[src/rtl/csr_file.sv]
// rtl/csr_file.sv - machine-mode CSR file and trap controller for the EX stage
// Optional 64-bit mcycle/minstret counters are built when CSR_COUNTERS_EN is defined.
module csr_file #(
  parameter logic [31:0] MTVEC_RESET = 32'h0000_0000,
  parameter logic [31:0] HART_ID     = 32'h0,
  parameter logic [31:0] MISA_VALUE  = 32'h4000_0100
) (
  input  logic        clk,
  input  logic        rst_n,
  input  logic        ex_valid_i,
  input  logic [31:0] ex_pc_i,
  input  logic [31:0] ex_tval_i,
  input  logic [11:0] csr_addr_i,
  input  logic [2:0]  csr_op_i,
  input  logic [31:0] csr_wdata_i,
  output logic [31:0] csr_rdata_o,
  input  logic        ex_ecall_i,
  input  logic        ex_ebreak_i,
  input  logic        ex_mret_i,
  input  logic        ex_illegal_i,
  input  logic        irq_timer_i,
  input  logic        irq_ext_i,
  input  logic        instr_retire_i,
  output logic        redirect_o,
  output logic [31:0] redirect_pc_o
);

  localparam logic [2:0] OP_NONE = 3'd0;
  localparam logic [2:0] OP_RW   = 3'd1;
  localparam logic [2:0] OP_RS   = 3'd2;
  localparam logic [2:0] OP_RC   = 3'd3;
  localparam logic [2:0] OP_RWI  = 3'd5;
  localparam logic [2:0] OP_RSI  = 3'd6;
  localparam logic [2:0] OP_RCI  = 3'd7;

  logic        status_mie_q, status_mie_d;
  logic        status_mpie_q, status_mpie_d;
  logic        mie_meie_q, mie_meie_d;
  logic        mie_mtie_q, mie_mtie_d;
  logic [31:2] mtvec_q, mtvec_d;
  logic [31:0] mscratch_q, mscratch_d;
  logic [31:2] mepc_q, mepc_d;
  logic [31:0] mcause_q, mcause_d;
  logic [31:0] mtval_q, mtval_d;

`ifdef CSR_COUNTERS_EN
  logic [63:0] mcycle_q, mcycle_d;
  logic [63:0] minstret_q, minstret_d;
`else
  logic        unused_retire;
  assign unused_retire = instr_retire_i;
`endif

  logic [31:0] mstatus_val, mie_val, mip_val, irq_pend;
  logic [31:0] rval, wval;
  logic        impl, ro_addr, op_active, wr_attempt, csr_illegal;
  logic        irq_take, illegal_take, trap, mret_take, csr_we;
  logic [31:0] trap_cause, trap_tval;

  assign mstatus_val = {19'b0, 2'b11, 3'b0, status_mpie_q, 3'b0, status_mie_q, 3'b0};
  assign mie_val     = {20'b0, mie_meie_q, 3'b0, mie_mtie_q, 7'b0};
  assign mip_val     = {20'b0, irq_ext_i, 3'b0, irq_timer_i, 7'b0};

  always_comb begin
    impl = 1'b1;
    rval = 32'h0;
    case (csr_addr_i)
      12'h300: rval = mstatus_val;
      12'h301: rval = MISA_VALUE;
      12'h304: rval = mie_val;
      12'h305: rval = {mtvec_q, 2'b00};
      12'h340: rval = mscratch_q;
      12'h341: rval = {mepc_q, 2'b00};
      12'h342: rval = mcause_q;
      12'h343: rval = mtval_q;
      12'h344: rval = mip_val;
      12'hF14: rval = HART_ID;
`ifdef CSR_COUNTERS_EN
      12'hB00, 12'hC00: rval = mcycle_q[31:0];
      12'hB80, 12'hC80: rval = mcycle_q[63:32];
      12'hB02, 12'hC02: rval = minstret_q[31:0];
      12'hB82, 12'hC82: rval = minstret_q[63:32];
`endif
      default: impl = 1'b0;
    endcase
  end

  assign op_active   = (csr_op_i != OP_NONE);
  assign csr_rdata_o = op_active ? rval : 32'h0;
  assign ro_addr     = (csr_addr_i[11:10] == 2'b11) || (csr_addr_i == 12'h301) ||
                       (csr_addr_i == 12'h344);

  // Set/clear forms with a zero operand are pure reads and never count as writes.
  always_comb begin
    wr_attempt = 1'b0;
    wval       = rval;
    case (csr_op_i)
      OP_RW, OP_RWI: begin
        wr_attempt = 1'b1;
        wval       = csr_wdata_i;
      end
      OP_RS, OP_RSI: begin
        wr_attempt = (csr_wdata_i != 32'h0);
        wval       = rval | csr_wdata_i;
      end
      OP_RC, OP_RCI: begin
        wr_attempt = (csr_wdata_i != 32'h0);
        wval       = rval & ~csr_wdata_i;
      end
      default: ;
    endcase
  end

  assign csr_illegal  = op_active && (!impl || (wr_attempt && ro_addr));
  assign irq_pend     = mie_val & mip_val;
  assign irq_take     = status_mie_q && (|irq_pend) && ex_valid_i;
  assign illegal_take = ex_illegal_i || csr_illegal;
  assign trap         = illegal_take || ex_ebreak_i || ex_ecall_i || irq_take;
  assign mret_take    = ex_mret_i && !trap;
  assign csr_we       = wr_attempt && !trap;

  always_comb begin
    trap_cause = 32'h0;
    trap_tval  = 32'h0;
    if (illegal_take) begin
      trap_cause = 32'd2;
      trap_tval  = ex_tval_i;
    end else if (ex_ebreak_i) begin
      trap_cause = 32'd3;
      trap_tval  = ex_pc_i;
    end else if (ex_ecall_i) begin
      trap_cause = 32'd11;
    end else if (irq_pend[11]) begin
      trap_cause = 32'h8000_000B;
    end else begin
      trap_cause = 32'h8000_0007;
    end
  end

  assign redirect_o    = trap || mret_take;
  assign redirect_pc_o = trap      ? {mtvec_q, 2'b00} :
                         mret_take ? {mepc_q, 2'b00}  : 32'h0;

  always_comb begin
    status_mie_d  = status_mie_q;
    status_mpie_d = status_mpie_q;
    mie_meie_d    = mie_meie_q;
    mie_mtie_d    = mie_mtie_q;
    mtvec_d       = mtvec_q;
    mscratch_d    = mscratch_q;
    mepc_d        = mepc_q;
    mcause_d      = mcause_q;
    mtval_d       = mtval_q;
`ifdef CSR_COUNTERS_EN
    mcycle_d      = mcycle_q + 64'd1;
    minstret_d    = minstret_q + {63'b0, instr_retire_i};
`endif
    if (trap) begin
      mepc_d        = ex_pc_i[31:2];
      status_mpie_d = status_mie_q;
      status_mie_d  = 1'b0;
      mcause_d      = trap_cause;
      mtval_d       = trap_tval;
    end else if (mret_take) begin
      status_mie_d  = status_mpie_q;
      status_mpie_d = 1'b1;
    end else if (csr_we) begin
      case (csr_addr_i)
        12'h300: begin
          status_mie_d  = wval[3];
          status_mpie_d = wval[7];
        end
        12'h304: begin
          mie_meie_d = wval[11];
          mie_mtie_d = wval[7];
        end
        12'h305: mtvec_d    = wval[31:2];
        12'h340: mscratch_d = wval;
        12'h341: mepc_d     = wval[31:2];
        12'h342: mcause_d   = wval;
        12'h343: mtval_d    = wval;
`ifdef CSR_COUNTERS_EN
        12'hB00: mcycle_d   = {mcycle_q[63:32], wval};
        12'hB80: mcycle_d   = {wval, mcycle_q[31:0]};
        12'hB02: minstret_d = {minstret_q[63:32], wval};
        12'hB82: minstret_d = {wval, minstret_q[31:0]};
`endif
        default: ;
      endcase
    end
  end

  always_ff @(posedge clk or negedge rst_n) begin
    if (!rst_n) begin
      status_mie_q  <= 1'b0;
      status_mpie_q <= 1'b0;
      mie_meie_q    <= 1'b0;
      mie_mtie_q    <= 1'b0;
      mtvec_q       <= MTVEC_RESET[31:2];
      mscratch_q    <= 32'h0;
      mepc_q        <= 30'h0;
      mcause_q      <= 32'h0;
      mtval_q       <= 32'h0;
`ifdef CSR_COUNTERS_EN
      mcycle_q      <= 64'h0;
      minstret_q    <= 64'h0;
`endif
    end else begin
      status_mie_q  <= status_mie_d;
      status_mpie_q <= status_mpie_d;
      mie_meie_q    <= mie_meie_d;
      mie_mtie_q    <= mie_mtie_d;
      mtvec_q       <= mtvec_d;
      mscratch_q    <= mscratch_d;
      mepc_q        <= mepc_d;
      mcause_q      <= mcause_d;
      mtval_q       <= mtval_d;
`ifdef CSR_COUNTERS_EN
      mcycle_q      <= mcycle_d;
      minstret_q    <= minstret_d;
`endif
    end
  end

endmodule

[config.mk]
export PLATFORM = sky130hd
export DESIGN_NAME = csr_file
export DESIGN_NICKNAME = d
export VERILOG_FILES = /design/src/rtl/csr_file.sv
export SDC_FILE = /design/constraint.sdc
export NUM_CORES = 1
export LEC_CHECK = 0
export ABC_AREA = 1
export CAP_MARGIN = 20
export CORE_MARGIN = 4
export CORE_UTILIZATION = 53
export DETAILED_ROUTE_END_ITERATION = 7
export PLACE_DENSITY = 0.83
export SLEW_MARGIN = 20
export SYNTH_ARGS = -nofsm -noshare
export SYNTH_HDL_FRONTEND = slang
export SYNTH_SLANG_ARGS = --single-unit
[constraint.sdc]
create_clock -name clk -period 3.95 [get_ports clk]
set_input_delay 0.9875 -clock clk [delete_from_list [all_inputs] [get_ports clk]]
set_output_delay 0.9875 -clock clk [all_outputs]
set_load 0.03 [all_outputs]
==> flow_summary.toml <==
[pwr]
comb_power_share_pct = 14.2
peakVddDrop_v = 0.000346
p_int_uw = 2810
power.leakage_uw = 0.00741
clkPwrFrac_pct = 42.7
p_sw_share_pct = 28.7
power_switching_uw = 1130
p_seq_share_pct = 43.1
power.density_mw_per_mm2 = 278

[die]
ioPinCount = 186
start_util_pct = 54.6
fp.dieH_um = 145
fp-row-count = 49
core_mm2 = 0.0181
fp.dieW_um = 145
dieArea_mm2 = 0.0209

[run]
max_cap_violations = 0

[sta]
timing_max_transition_violations_final = 0
period_minus_slack_ns = 4.12
finalSetupViolCount = 34
maxSlewHeadroom_pct = 51.9
fin_hold_ws_ns = 0.487
period_share_pct = 104
clock-skew-final_ns = 0.00860
setup_tns_ns = -2.77
max_freq_mhz = 242
fin_ws_ns = -0.175
max_slew.worst_pin.slew_ns = 0.722
rsz0062_at_grt = "yes"
hold_viol = 0

[route]
drt_first_iter_violations = 1562
routed_wl_um = 41000
drt-vias-per-instance = 5.98
vias = 12200
drc = 3
wl_per_cell_um = 20.0
ant_nets = 0
first_pass_iters = 8

[worst_hold_path]
holdPathEnd = "mcause_q[20]"
hold_path_class = "register to register"
min_from = "mcause_q[20]"
holdPathStages = 2

[synthesis]
synth-seq-cells = 160
ys_seq_area_share_pct = 40.4
synth_area_mm2 = 0.00991
synth_edf_count = 0
synthDistinctLibCells = 38
syn-mean-instance-area_um2 = 6.50
synth_ff_type = "dfrtp_1"
yosys_warnings = 0
syn_inst = 1523
synth_async_sr_flop_share_pct = 100

[worst_setup_path]
worstPathCellList = "buf_8 -> nor2_4 -> nand2_2 -> nor2_4 -> nand2_2 -> nor2_4 -> nor2_1 -> nand2_1 -> nand2_2 -> nand2_4 -> nand4_4 -> nor2_4 -> clkinv_4 -> clkbuf_16 -> o21ai_2 -> buf_4 -> buf_12"
cp.required_ns = 2.96
regToRegSetupSlack_ns = 1.62
worstSetupPathType = "input port to primary output"
cp_common_cell = "nor2_4"
reg2reg_to = "mcause_q[3]"
crit_fanout = 7
critical_path_arrival_ns = 3.14
r2r_cells = 11
slowest_stage = "clkbuf_16"
crit_family = "simple AND/OR/NAND/NOR gates"
r2r_start = "mie_meie_q"
worst-path-buf-inv = 5
slowest_delay_ns = 0.22
critPathLaunchType = "input port"
critPathCaptureType = "primary output"

[global_routing]
grt_pass1_vias = 11800
antenna_found_initial = 0
grtUsageTotal_pct = 37.1
grt_overflow_total = 0
grt_pass1_wl_um = 59600
grt_max_degree = 77

[cells_and_area]
final_util_pct = 78.0
nets = 1927
antenna_cells = 0
synthToLayoutAreaGrowth_pct = 42.9
fill_cells = 1173
drive_above_1_share_pct = 21.2
final_cells = 2048

[placed_design]
place_inst = 1968
portBuffers = 182
hpwlAfterDp_um = 24200
gp_congestion = 0.976

[clock_network]
cts_made_buffers = 17
cts.clk_slew.worst_paths_ns = 0.07
cts_tree = "done"
cts_buffer_depth = 2
clkLatencyLatePin_ns = 0.44
clock_tree.root_cell = "clkbuf_16"
cts.htree.levels = 4
cts_sinks = 160

[run_status]
status = "complete, but fails checks"
violations = "DRC, setup timing"
## cells by family after synthesis
logic type | Yosys count | share of synthesized area, %
simple gates | 751 | 30.1
compound gates | 339 | 18.3
buf+inv | 272 | 11.2
flops | 160 | 40.4
other cells | 1 | 0.0379
## power groups by stage
stage | Clock, uW | Sequential (uW) | Combinational, uW
2_1_floorplan | 0 | 1720 | 221
3_3_place_gp | 0 | 1730 | 486
3_5_place_dp | 0 | 1730 | 499
4_1_cts | 1670 | 1700 | 508
5_1_grt | 1740 | 1700 | 605
6_report | 1680 | 1700 | 558
## final cells by class
class / instances / area [um^2] / share of cell area, %
Multi-Input combinational cell: 1092 / 5200 / 36.8
Tap cell: 229 / 287 / 2.02
Timing Repair Buffer: 344 / 3350 / 23.7
Clock inverter: 15 / 163 / 1.15
Inverter: 191 / 722 / 5.10
Clock buffer: 17 / 425 / 3.01
Sequential cell: 160 / 4000 / 28.3
## routing by layer
metal / GRT usage [%] / part of all wire, %
met5: 0 / 0
met4: 22.8 / 7.4
met3: 8.94 / 14
met2: 59.0 / 45
met1: 45.6 / 34
## flip-flops by register name, indices dropped and copies added, names as in the netlist
register / count
mcause_q: 32
mscratch_q: 32
mtval_q: 32
mepc_q: 30
mtvec_q: 30
mie_meie_q: 1
mie_mtie_q: 1
status_mie_q: 1
status_mpie_q: 1
## worst max-delay path by stage
stage / from / to / slack (ns) / cells after the start
floorplan: csr_addr_i[11] / redirect_pc_o[13] / -0.1 / 15
global placement: csr_addr_i[6] / redirect_pc_o[31] / -0.43 / 16
detailed placement: csr_addr_i[5] / redirect_pc_o[31] / -0.47 / 16
CTS: csr_addr_i[6] / redirect_pc_o[16] / -0.05 / 17
global route: csr_addr_i[4] / redirect_pc_o[12] / -0.23 / 17
finish: csr_addr_i[4] / redirect_pc_o[12] / -0.17 / 17
## synthesized netlist by cell type, types with 2 or more instances
library cell	count	area, um^2
clkbuf_1	39	146
a21oi_1	33	165
nand2_1	627	2350
o21ai_0	175	876
buf_4	4	30.0
clkbuf_2	2	10.0
nor2_4	4	45.0
nor2_1	74	278
nand2_2	3	18.8
o21ai_1	80	400
inv_2	3	11.3
o2bb2ai_1	13	114
nor2_2	5	31.3
nand4_1	3	18.8
dfrtp_1	160	4000
a21boi_0	6	45.0
nand3_1	21	105
o22ai_1	23	144
buf_2	31	155
buf_6	4	45.0
clkinv_1	2	7.51
o211ai_1	3	22.5
nor3_1	8	40.0
inv_1	186	698
## worst register-to-register path, cell delays in order, from the launching register on
cell and delay, ns:
dfrtp_1 0.38, nand2_1 0.09, o21ai_0 0.08, nand3_1 0.17, buf_4 0.15, inv_1 0.09, nor2_8 0.25, buf_4 0.43
nand2_1 0.19, buf_6 0.21, nand2_1 0.10, o21ai_0 0.08
## per-stage QoR
| stage | cell area, um^2 | setup slack [ns] | power, uW |
|---|---|---|---|
| 6_report | 14200 | -0.175 | 3940 |
| 5_1_grt | 14200 | -0.228 | 4050 |
| 4_1_cts | 13700 | -0.0453 | 3880 |
| 3_5_place_dp | 12700 | -0.467 | 2230 |
| 3_3_place_gp | 12700 | -0.428 | 2210 |
| 2_1_floorplan | 9910 | -0.0973 | 1950 |
## what timing repair did
item                       CTS  global route
pin swaps                   24            49
gates resized for setup    136           151
cloned                       3             2
hold buffers                 0             0
setup buffers               25            18
hold endpoints to repair     0             0
setup endpoints to repair   60           159
## cell usage in the layout (no fill, tap or decap), types with 8 or more instances in the layout
cell type        netlist  layout
nand2_1              627     615
nor2_2                 5      13
o21ai_0              175     147
clkbuf_2               2      20
clkdlybuf4s15_1        0      11
clkdlybuf4s50_1        0      73
nor2_4                 4      14
nand2_2                3      11
o21ai_2                1      12
inv_2                  3      22
buf_12                 0      30
o21ai_4                0      12
inv_1                186     167
o21ai_1               80      85
clkbuf_16              0      19
buf_4                  4     166
o22ai_1               23      20
nand3_1               21      17
a21oi_1               33      31
o2bb2ai_1             13      13
inv_6                  0       8
nor2_1                74      56
buf_6                  4      25
dfrtp_1              160     160
(Power assumes the default switching activity.)
